==> config.mk <==
export PLATFORM = sky130hd
export DESIGN_NAME = ex_result_stage
export DESIGN_NICKNAME = d
export VERILOG_FILES = /design/src/rtl/ex_pkg.sv /design/src/rtl/ex_skid_fifo.sv /design/src/rtl/ex_result_stage.sv
export SDC_FILE = /design/constraint.sdc
export NUM_CORES = 1
export LEC_CHECK = 0
export CAP_MARGIN = 5
export CORE_MARGIN = 4
export CORE_UTILIZATION = 45
export DETAILED_ROUTE_END_ITERATION = 7
export HOLD_SLACK_MARGIN = 0.02
export PLACE_DENSITY = 0.74
export SYNTH_ARGS = -nofsm -noshare
export SYNTH_HDL_FRONTEND = slang
export SYNTH_HIERARCHICAL = 1
export SYNTH_SLANG_ARGS = --single-unit
==> constraint.sdc <==
create_clock -name clk -period 5 [get_ports clk]
set_input_delay 1 -clock clk [delete_from_list [all_inputs] [get_ports clk]]
set_output_delay 1 -clock clk [all_outputs]
set_load 0.03 [all_outputs]
==> src/rtl/ex_pkg.sv <==
`default_nettype none
// ============================================================================
// Module      : ex_pkg
// Description : Shared types and constants for the execute result stage:
//               flag snapshot, condition codes and result-buffer entries.
// Revision    : 1.0 - initial release
// ============================================================================
package ex_pkg;

    // Widths of the arithmetic unit this stage is paired with
    localparam int EX_BITS  = 16;
    localparam int EX_RDW   = 4;

    // Result buffer depth and width of its occupancy counter (0..EX_DEPTH)
    localparam int EX_DEPTH = 2;
    localparam int EX_CNTW  = 2;

    // Flag snapshot, packed MSB-first as {O,C,S,Z}
    typedef struct packed {
        logic o;
        logic c;
        logic s;
        logic z;
    } flags_t;

    // Branch condition codes evaluated against the architectural flags
    typedef enum logic [3:0] {
        COND_AL   = 4'd0,   // always
        COND_EQ   = 4'd1,   // Z
        COND_NE   = 4'd2,   // !Z
        COND_MI   = 4'd3,   // S
        COND_PL   = 4'd4,   // !S
        COND_CS   = 4'd5,   // C
        COND_CC   = 4'd6,   // !C
        COND_VS   = 4'd7,   // O
        COND_VC   = 4'd8,   // !O
        COND_LT   = 4'd9,   // S^O
        COND_GT   = 4'd10,  // !(S^O) && !Z
        COND_LE   = 4'd11,  // Z || (S^O)
        COND_GE   = 4'd12,  // !(S^O)
        COND_NV13 = 4'd13,  // never
        COND_NV14 = 4'd14,  // never
        COND_NV15 = 4'd15   // never
    } cond_e;

    // One buffered result beat
    typedef struct packed {
        logic [EX_BITS-1:0] resu;
        logic [EX_RDW-1:0]  rd;
        flags_t             flags;
    } ex_entry_t;

endpackage
`default_nettype wire

==> src/rtl/ex_skid_fifo.sv <==
`default_nettype none
// ============================================================================
// Module      : ex_skid_fifo
// Description : Two-entry in-order result buffer. Slot 0 is always the head,
//               so the head is a plain register output. Ready and valid are
//               registered from the next-state count, keeping the input side
//               free of any combinational path from the consumer.
// Revision    : 1.0 - initial release
// ============================================================================
module ex_skid_fifo
    import ex_pkg::*;
(
    input  logic               clk,
    input  logic               rst_n,
    input  logic               push_i,
    input  logic               pop_i,
    input  logic               flush_i,
    input  ex_entry_t          data_i,
    output ex_entry_t          data_o,
    output logic               valid_o,
    output logic               ready_o,
    output logic [EX_CNTW-1:0] count_o
);

    localparam logic [EX_CNTW-1:0] c_FULL_CNT = EX_CNTW'(EX_DEPTH);
    localparam logic [EX_CNTW-1:0] c_ONE      = EX_CNTW'(1);

    ex_entry_t          entry0_q, entry0_d;
    ex_entry_t          entry1_q, entry1_d;
    logic [EX_CNTW-1:0] count_q, count_d;
    logic               valid_q, valid_d;
    logic               ready_q, ready_d;

    logic               w_push;
    logic               w_pop;

    // Requests are qualified by our own registered state so an illegal
    // push-when-full or pop-when-empty can never corrupt the buffer.
    assign w_push = push_i && ready_q;
    assign w_pop  = pop_i && valid_q;

    // Next-state: shift on pop, fill the first free slot on push
    always_comb begin
        entry0_d = entry0_q;
        entry1_d = entry1_q;
        count_d  = count_q;
        if (flush_i) begin
            count_d = '0;
        end else begin
            case ({w_push, w_pop})
                2'b11: begin
                    // Only reachable with one entry: new beat replaces head
                    entry0_d = data_i;
                end
                2'b01: begin
                    entry0_d = entry1_q;
                    count_d  = count_q - c_ONE;
                end
                2'b10: begin
                    if (count_q == '0) begin
                        entry0_d = data_i;
                    end else begin
                        entry1_d = data_i;
                    end
                    count_d = count_q + c_ONE;
                end
                default: begin
                end
            endcase
        end
        valid_d = (count_d != '0);
        ready_d = (count_d != c_FULL_CNT);
    end

    // Buffer storage and registered handshake outputs
    always_ff @(posedge clk or negedge rst_n) begin
        if (!rst_n) begin
            entry0_q <= '0;
            entry1_q <= '0;
            count_q  <= '0;
            valid_q  <= 1'b0;
            ready_q  <= 1'b1;
        end else begin
            entry0_q <= entry0_d;
            entry1_q <= entry1_d;
            count_q  <= count_d;
            valid_q  <= valid_d;
            ready_q  <= ready_d;
        end
    end

    assign data_o  = entry0_q;
    assign valid_o = valid_q;
    assign ready_o = ready_q;
    assign count_o = count_q;

endmodule
`default_nettype wire

==> src/rtl/ex_result_stage.sv <==
`default_nettype none
// ============================================================================
// Module      : ex_result_stage
// Description : Execute-stage result register behind the 16-bit arithmetic
//               unit. Buffers result beats in a 2-entry skid FIFO, keeps the
//               architectural {O,C,S,Z} flag register and evaluates branch
//               condition codes against it.
// Revision    : 1.0 - initial release
// ============================================================================
module ex_result_stage
    import ex_pkg::*;
#(
    parameter int BITS = EX_BITS,   // must equal EX_BITS (entry struct width)
    parameter int RDW  = EX_RDW     // must equal EX_RDW
) (
    input  logic            clk,
    input  logic            rst_n,

    input  logic            in_valid,
    output logic            in_ready,
    input  logic [BITS-1:0] in_resu,
    input  logic            in_o,
    input  logic            in_c,
    input  logic            in_s,
    input  logic            in_z,
    input  logic [RDW-1:0]  in_rd,
    input  logic            in_wflag,

    input  logic            flush,

    output logic            out_valid,
    input  logic            out_ready,
    output logic [BITS-1:0] out_resu,
    output logic [RDW-1:0]  out_rd,
    output logic [3:0]      out_flags,

    output logic [3:0]      flags,
    input  logic [3:0]      cond,
    output logic            cond_true
);

    flags_t             flags_q, flags_d;
    flags_t             w_in_flags;
    ex_entry_t          w_in_entry;
    ex_entry_t          w_head;
    logic               w_accept;
    logic [EX_CNTW-1:0] w_count;
    logic               w_s_xor_o;

    assign w_in_flags = '{o: in_o, c: in_c, s: in_s, z: in_z};
    assign w_in_entry = '{resu: in_resu, rd: in_rd, flags: w_in_flags};

    // A beat presented during a flush is dropped entirely, flags included
    assign w_accept = in_valid && in_ready && !flush;

    ex_skid_fifo u_fifo (
        .clk     (clk),
        .rst_n   (rst_n),
        .push_i  (in_valid && !flush),
        .pop_i   (out_ready),
        .flush_i (flush),
        .data_i  (w_in_entry),
        .data_o  (w_head),
        .valid_o (out_valid),
        .ready_o (in_ready),
        .count_o (w_count)
    );

    assign out_resu  = w_head.resu;
    assign out_rd    = w_head.rd;
    assign out_flags = w_head.flags;

    // Architectural flags follow accepted beats that request a flag write
    always_comb begin
        flags_d = flags_q;
        if (w_accept && in_wflag) begin
            flags_d = w_in_flags;
        end
    end

    // Flag register storage
    always_ff @(posedge clk or negedge rst_n) begin
        if (!rst_n) begin
            flags_q <= '0;
        end else begin
            flags_q <= flags_d;
        end
    end

    assign flags     = flags_q;
    assign w_s_xor_o = flags_q.s ^ flags_q.o;

    // Branch condition decode on the registered flags
    always_comb begin
        cond_true = 1'b0;
        case (cond_e'(cond))
            COND_AL: cond_true = 1'b1;
            COND_EQ: cond_true = flags_q.z;
            COND_NE: cond_true = !flags_q.z;
            COND_MI: cond_true = flags_q.s;
            COND_PL: cond_true = !flags_q.s;
            COND_CS: cond_true = flags_q.c;
            COND_CC: cond_true = !flags_q.c;
            COND_VS: cond_true = flags_q.o;
            COND_VC: cond_true = !flags_q.o;
            COND_LT: cond_true = w_s_xor_o;
            COND_GT: cond_true = !w_s_xor_o && !flags_q.z;
            COND_LE: cond_true = flags_q.z || w_s_xor_o;
            COND_GE: cond_true = !w_s_xor_o;
            default: cond_true = 1'b0;
        endcase
    end

    // Occupancy is kept for debug visibility only
    logic w_unused;
    assign w_unused = ^w_count;

endmodule
`default_nettype wire

# Word level (Yosys, flattened, before mapping)
# Index checks and enable logic that the tools add are counted.
dict set report totals {
  reg_bits 56
  inputBits 34
  out_inout_bits 31
}
dict set report op_classes {
  add_sub_neg 2
  n_eq_ne 17
  muxes 5
  n_bitwise 3
  reduce_logical 20
}
# cell count
set op_table {}
lappend op_table {{24-bit one-hot mux with 3 select lines} 1}
lappend op_table {{24-bit 2-to-1 mux} 1}
lappend op_table {{4-bit == test, second input constant} 5}
lappend op_table {{4-bit by 3-bit == test with 1-bit output, second input constant} 4}
lappend op_table {{1-bit one-hot mux with 13 select lines} 1}
lappend op_table {{4-bit by 2-bit == test with 1-bit output, second input constant} 2}
lappend op_table {{1-bit logical AND} 7}
lappend op_table {{1-bit zero test} 6}
lappend op_table {{3-bit AND reduction} 2}
lappend op_table {{2-bit == test, second input constant} 2}
lappend op_table {{4-bit by 1-bit == test with 1-bit output, second input constant} 1}
lappend op_table {{4-bit zero test} 1}
lappend op_table {{2-bit one-hot mux with 2 select lines} 1}
lappend op_table {{3-bit nonzero test} 1}
lappend op_table {{2-bit by 1-bit adder with 2-bit output, second input constant} 1}
lappend op_table {{2-bit by 1-bit == test with 1-bit output, second input constant} 1}
lappend op_table {{2-bit zero test} 1}
lappend op_table {{2-bit 2-to-1 mux} 1}
lappend op_table {{2-bit by 1-bit inequality test with 1-bit output, second input constant} 1}
lappend op_table {{2-bit inequality test, second input constant} 1}
lappend op_table {{1-bit inverter} 2}
lappend op_table {{2-bit nonzero test} 1}
lappend op_table {{2-bit by 1-bit subtractor with 2-bit output, second input constant} 1}
lappend op_table {{1-bit logical OR} 1}
lappend op_table {{1-bit bitwise XOR} 1}

# Logic depth before layout (Yosys ltp)
# Gate-level depths: netlist (run 1).
dict set report logic_depth {
  depth_word 7
  depth_mapped 8
}

# By module
# Netlist (run 1), hierarchy kept.
# module instances cells_each area_per_inst_um2
set modules_own_cells {}
lappend modules_own_cells {ex_skid_fifo 1 188 2341.0}
lappend modules_own_cells {ex_result_stage 1 35 330.3}

# Least setup slack after synthesis (run 1)
# Ideal clock, no wire load.
dict set report synth_path {
  kind {input to output}
  startpoint {in cond[0]}
  endpoint {out cond_true}
  t_arrival_ns 2.291
  required_ns 4.000
  setup_slack_ns 1.709
  stages 5
  path_cell_list {buf_2 -> or4bb_1 -> nand4_1 -> a311oi_1 -> o211ai_1}
}
dict set report synth_between {
  elab_chain_len 2
}
# element line
set synth_rtl {}
lappend synth_rtl {{start, declared} ex_result_stage.sv:38} ;# input logic [3:0] cond,
lappend synth_rtl {{4-bit == test, or another cell as far along} ex_result_stage.sv:96} ;# case (cond_e'(cond))
lappend synth_rtl {{1-bit one-hot mux with 13 select lines (*)} ex_result_stage.sv:96}
lappend synth_rtl {{end, declared} ex_result_stage.sv:39} ;# output logic cond_true
# Every way passes the cells marked *; elsewhere a longest branch is shown, timed or not.

# Worst setup path in the final report (run 1)
# Same ends and word-level chain as after synthesis.

==> flow_summary_export.csv, run 1 <==
group,metric,value,unit
route,antenna_left,0,
synth,synth_edf_count,0,
worst_hold_path,hold_class,"reg2reg",
clock_network,hold_buffers,0,
global_route,first_global_vias,1870,
setup_path,startpoint_type,"input pin",
layout,n_antenna_cell,0,
sta,maxSlewHeadroom,30.0,%
setup_path,crit_path_cell_trace,"clkdlybuf4s50_1 > or4bb_1 > nand4_1 > a311oi_1 > o211ai_1 > clkdlybuf4s50_1",
run_status,outcome,"finished clean",
setup_path,slowest_stage,"clkdlybuf4s50_1",
setup_path,cpMostUsedCell,"clkdlybuf4s50_1",
sta,finalClockSkew,0.00807,ns
setup_path,cp_top_family,"buffers and inverters",
place,dp_slack,0.875,ns
die,die_h,85.0,µm
clock_network,clock_latency,0.31,ns
sta,drv_slew,0,
sta,worst_pin_slew,1.05,ns
synth,synth_most_common_cell,"dfrtp_1",
sta,rsz0062_at_grt,"false",
die,die_w,85.0,µm
sta,setup_tns,0,ns
place,place.gp.congestion,0.701,
layout,post-route-cell-area,3420,µm²
die,core,5640,µm²
route,vias_per_cell,5.52,
synth,synth_top_area_share,51.5,%
clock_network,path_clk_slew,0.09,ns
layout,drive_gt1_share,16.1,%
clock_network,cts_buffers,5,
route,num_vias,1938,
sta,period_share,82.7,%
clock_network,htree_levels,2,
layout,syn_to_final_growth,28.0,%
synth,synth_cells,223,
global_route,grt_max_degree,57,
sta,period_minus_slack,4.13,ns
synth,synth_top_area_cell,"dfrtp_1",
route,wl_per_cell,15.0,µm
setup_path,crit_path_max_fanout,10,
place,dp_hpwl,3.38,mm
clock_network,clock-sinks,56,
place,dp_cells,343,
clock_network,cts-root-buf,"clkbuf_8",
setup_path,required,4.00,ns
synth,netlist_area,2670,µm²
setup_path,crit_type,"in2out",
die,num_io_pins,65,
synth,synth_seq_cells,56,
die,initial_core_util,47.3,%
route,first_pass_iters,4,
sta,fmax,242,MHz
route,drc,0,
setup_path,end_kind,"primary output",
clock_network,postCtsSetupRepairBufs,0,
synth,synthesis.nets,260,
die,row_count,27,
synth,ys_seq_area_share,52.5,%
global_route,grt.total_usage,15.4,%
setup_path,slowest_delay,0.70,ns
route,drt-total-wl,5.26,mm
synth,synthTopCellsByArea,"dfrtp_1 52%, mux2_2 12%, mux2i_1 9.7%",
synth,synthArstFlopShare,100,%
place,dpl_cell_area,3330,µm²
synth,synth_cell_types,36,
global_route,grt_first_pass_wirelength,8.97,mm
sta,setup_viol_count_final,0,
layout,stdcell_count,351,
power_and_ir_drop,peakVddDrop,0.223,mV
synth,syn_avg_cell_area,12.0,µm²
power_and_ir_drop,p_leak,0.00132,µW
setup_path,critPathBufInv,2,
route,drt_iter0_drc,86,
clock_network,cts_buffer_depth,2,
global_route,overflow,0,
synth,ys.flop_type,"dfrtp_1",
synth,yosysWarnings,6,
layout,nets,315,
synth,synthTopCellsByCount,"55 x dfrtp_1, 29 x a21oi_1, 28 x mux2_2, 26 x mux2i_1, 25 x a31oi_1",
sta,hold_viol,0,
die,dieArea,7230,µm²
clock_network,cts_tree,"done",
clock_network,cts_resized,0,
job,max_cap_viol_count,0,
power_and_ir_drop,powerDensity,475,nW/µm²
sta,setup_ws,0.866,ns
place,io_buffers,64,
setup_path,worst_ep_arrival_time,3.13,ns
global_route,antenna_found_initial,0,
-- flip-flops by register name, indices dropped and copies added, names as in the netlist --
name	cells
u_fifo/valid_o	1
flags	4
u_fifo/ready_o	1
u_fifo/entry1_q	24
u_fifo/count_o	2
u_fifo/data_o	24
-- routing by layer --
| metal | vias to the layer above | share of wire, % | global-route usage (%) |
|---|---|---|---|
| met4 | 0 | 1.6 | 6.04 |
| met2 | 45 | 48 | 24.1 |
| li1 | 940 | - | - |
| met1 | 946 | 46 | 20.7 |
| met3 | 7 | 5.0 | 3.50 |
| met5 | - | 0 | 0 |
-- logic make-up after synthesis --
kind of cell             Yosys count  synth area share, %
AND/OR/NAND/NOR                   26                 6.28
buffers and inverters             21                 4.17
XOR/XNOR                           2                0.656
multiplexers                      54                 21.5
AO/OA/AOI/OAI                     61                 13.4
adder cells (fa/ha/maj)            3                 1.41
flip-flops                        56                 52.5
-- final timing paths --
path / slack (ns) / depth (start not counted) / end / startpoint
max: 0.87 / 6 / cond_true / cond[0]
min: 0.51 / 1 / u_fifo/entry1_q[22]$_DFFE_PN0P_ / u_fifo/entry1_q[22]$_DFFE_PN0P_
max reg2reg: 2.82 / 6 / u_fifo/data_o[0]$_DFFE_PN0P_ / u_fifo/ready_o$_DFF_PN1_
min reg2reg: 0.51 / 1 / u_fifo/entry1_q[22]$_DFFE_PN0P_ / u_fifo/entry1_q[22]$_DFFE_PN0P_
max in group asynchronous: 3.71 / 2 / u_fifo/count_o[1]$_DFF_PN0_ / rst_n
min in group asynchronous: 0.81 / 2 / u_fifo/data_o[18]$_DFFE_PN0P_ / rst_n
-- layout by cell type (no fill, tap or decap), types with 2 or more instances in the layout --
master and n:
clkdlybuf4s50_1 63, inv_1 3, nand3_1 2, and2_1 2, nor2_4 2, a311oi_1 2
nor3b_1 2, clkbuf_8 5, nor2_1 2, nor3_1 2, dfrtp_1 55, buf_4 2
nand2b_1 2, a31oi_1 25, mux2i_1 26, mux2_2 28, nand3b_1 2, nand2_1 2
a21oi_1 29, ha_1 2, nor2b_1 2
-- where the power goes --
| part | leakage [µW] | switching [µW] | total (µW) | internal (µW) |
|---|---|---|---|---|
| combinational | 0.000627 | 326 | 641 | 315 |
| clock | 0.0000414 | 149 | 249 | 100 |
| sequential | 0.000654 | 104 | 733 | 630 |
| total | 0.00132 | 578 | 1620 | 1050 |
-- area by class of cell --
| type | instances | area [µm²] |
|---|---|---|
| tap | 72 | 90.1 |
| clock inverter | 2 | 16.3 |
| sequential | 56 | 1400 |
| multi-input combinational | 146 | 1170 |
| inverter | 3 | 11.3 |
| clock buffer | 6 | 72.6 |
| fill | 469 | 2220 |
| timing repair buffer | 66 | 651 |
-- per-stage QoR --
stage	hold slack (ns)	util (%)	total power, µW
finish	0.512	60.6	1620
CTS	0.518	60.6	1640
global route	0.531	60.6	1730
floorplan	0.480	-	1130
detailed placement	0.495	59.0	1390
global placement	0.488	59.0	1370
Note: power is estimated with default switching activity, not from simulation.
==> run 2: changes to the inputs <==
--- a/config.mk
+++ b/config.mk
@@ -7,10 +7,10 @@
 export LEC_CHECK = 0
 export CAP_MARGIN = 5
 export CORE_MARGIN = 4
-export CORE_UTILIZATION = 45
+export CORE_UTILIZATION = 44
 export DETAILED_ROUTE_END_ITERATION = 7
 export HOLD_SLACK_MARGIN = 0.02
-export PLACE_DENSITY = 0.74
+export PLACE_DENSITY = 0.75
 export SYNTH_ARGS = -nofsm -noshare
 export SYNTH_HDL_FRONTEND = slang
 export SYNTH_HIERARCHICAL = 1
==> constraint.sdc (replaced) <==
create_clock -name clk -period 3.7 [get_ports clk]
set_input_delay 0.74 -clock clk [delete_from_list [all_inputs] [get_ports clk]]
set_output_delay 0.74 -clock clk [all_outputs]
set_load 0.03 [all_outputs]
==> run 2 against run 1 <==
Net effect:
- wire length grew 2.8%
- combinational power grew 37%
- clock-buffer cell count stayed put
- critical path depth unchanged
- flip-flop and latch count stayed put
- sequential power up 36%
- register-to-register slack worse by 1.1 ns
- critical endpoint unchanged
==> flow_summary_export.csv, run 2 (synthesis gave the netlist of run 1 again) <==
group,metric,value,unit
setup_path,r2r-end,"u_fifo/entry1_q[13]$_DFFE_PN0P_",
setup_path,cp_top_family,"buffers and inverters",
clock_network,clock_latency,0.30,ns
layout,final_cell_mix,"63 x clkdlybuf4s50_1, 55 x dfrtp_1, 29 x a21oi_1",
global_route,overflow,0,
clock_network,cts_resized,0,
layout,drive_gt1_share,17.3,%
sta,setup_viol_count_final,0,
setup_path,cpMostUsedCell,"clkdlybuf4s50_1",
layout,final.fill_count,503,
clock_network,cts_buffer_depth,2,
worst_hold_path,hold_class,"reg2reg",
layout,n_antenna_cell,0,
sta,finalClockSkew,0.00413,ns
setup_path,startpoint_type,"input pin",
route,vias_per_cell,5.50,
setup_path,slowest_stage,"clkdlybuf4s50_1",
sta,drv_slew,0,
setup_path,ff2ff_setup_slack,1.71,ns
clock_network,hold_buffers,0,
sta,fmax,291,MHz
die,num_io_pins,65,
worst_hold_path,hp-start,"u_fifo/entry1_q[5]$_DFFE_PN0P_",
route,wl_per_cell,15.1,µm
worst_hold_path,holdPathStages,1,
sta,rsz0062_at_grt,"false",
run_status,outcome,"finished clean",
die,die_h,85.9,µm
clock_network,clock-sinks,56,
layout,stdcell_count,358,
global_route,first_global_vias,1904,
clock_network,cts-root-buf,"clkbuf_8",
setup_path,worst_ep_arrival_time,2.69,ns
route,drc,0,
layout,nets,319,
layout,final_common_cell,"clkdlybuf4s50_1",
power_and_ir_drop,peakVddDrop,0.416,mV
power_and_ir_drop,p_leak,0.00136,µW
die,dieArea,7380,µm²
place,dp_cells,350,
die,row_count,28,
job,max_cap_viol_count,0,
clock_network,cts_buffers,5,
clock_network,path_clk_slew,0.09,ns
place,io_buffers,64,
die,die_w,85.9,µm
layout,multi_input_area,1170,µm²
power_and_ir_drop,powerDensity,648,nW/µm²
global_route,antenna_found_initial,0,
clock_network,cts_tree,"done",
layout,syn_to_final_growth,30.4,%
sta,setup_tns,0,ns
sta,period_share,92.8,%
setup_path,required,2.96,ns
setup_path,end_kind,"primary output",
setup_path,crit_path_cell_trace,"clkdlybuf4s50_1 > or4bb_1 > nand4_1 > a311oi_1 > o211ai_1 > clkdlybuf4s50_1",
layout,regArea,1400,µm²
global_route,grt.total_usage,15.3,%
sta,worst_pin_slew,1.01,ns
place,place.gp.congestion,0.683,
setup_path,slowest_delay,0.69,ns
setup_path,crit_type,"in2out",
place,dp_hpwl,3.66,mm
setup_path,worstReg2RegStart,"u_fifo/ready_o$_DFF_PN1_",
clock_network,htree_levels,2,
sta,period_minus_slack,3.43,ns
route,drt_iter0_drc,101,
route,num_vias,1970,
route,antenna_left,0,
worst_hold_path,hold_end,"u_fifo/entry1_q[5]$_DFFE_PN0P_",
global_route,grt_first_pass_wirelength,9.15,mm
setup_path,crit_path_max_fanout,3,
die,core,5920,µm²
route,first_pass_iters,4,
global_route,grt_max_degree,49,
clock_network,postCtsSetupRepairBufs,0,
sta,maxSlewHeadroom,32.4,%
sta,hold_viol,0,
setup_path,critPathBufInv,2,
die,initial_core_util,45.1,%
setup_path,r2r_cells,6,
route,drt-total-wl,5.40,mm
run 2: cell count changes in the layout (fill, tap and decap cells not counted), sizes merged:
cell      delta
bufinv       +1
buf          +4
clkinvlp     -1
run 2: final cells by class:
class | instances | share of cell area [%]
inverter | 3 | 0.323
tap | 75 | 2.69
timing repair buffer | 70 | 19.9
clock buffer | 6 | 2.08
sequential | 56 | 40.3
clock inverter | 2 | 1.01
multi-input combinational | 146 | 33.7
run 2: worst max-delay path by stage:
stage	from	to	slack, ns	cells after the start
global placement	cond[0]	cond_true	0.29	6
CTS	cond[0]	cond_true	0.26	6
detailed placement	cond[0]	cond_true	0.27	6
floorplan	cond[0]	cond_true	0.93	5
global route	cond[0]	cond_true	0.15	6
finish	cond[0]	cond_true	0.27	6
run 2: worst reg2reg max path, cell delays in order (launching register included):
cell,delay (ns)
dfstp_2,0.55
and2_1,0.15
ha_1,0.29
o21ai_4,0.10
nor2_4,0.08
buf_4,0.32
mux2_2,0.39
run 2: per-stage QoR:
stage,setup WS [ns],utilization (%),hold WS [ns],area (µm²),power [µW]
4_1_cts,0.264,58.8,0.517,3480,2280
2_1_floorplan,0.929,-,0.444,2670,1530
6_report,0.267,58.8,0.513,3480,2260
3_5_place_dp,0.273,57.0,0.496,3380,1890
3_3_place_gp,0.285,57.0,0.488,3380,1860
5_1_grt,0.145,58.8,0.529,3480,2390
run 2: layer usage:
layer  vias to the layer above  GRT usage [%]  share of wire, %
met5                         -              0                 0
li1                        945              -                 -
met3                         9           2.88               5.2
met2                        48           24.3                49
met4                         0           4.75               1.3
met1                       968           21.1                44
run 2: power by group:
| part | internal, µW | switching (µW) | leakage (µW) | total (µW) |
|---|---|---|---|---|
| Clock | 201 | 185 | 0.0000552 | 386 |
| Combinational | 431 | 444 | 0.000651 | 875 |
| Sequential | 851 | 143 | 0.000654 | 994 |
| Total | 1480 | 772 | 0.00136 | 2260 |
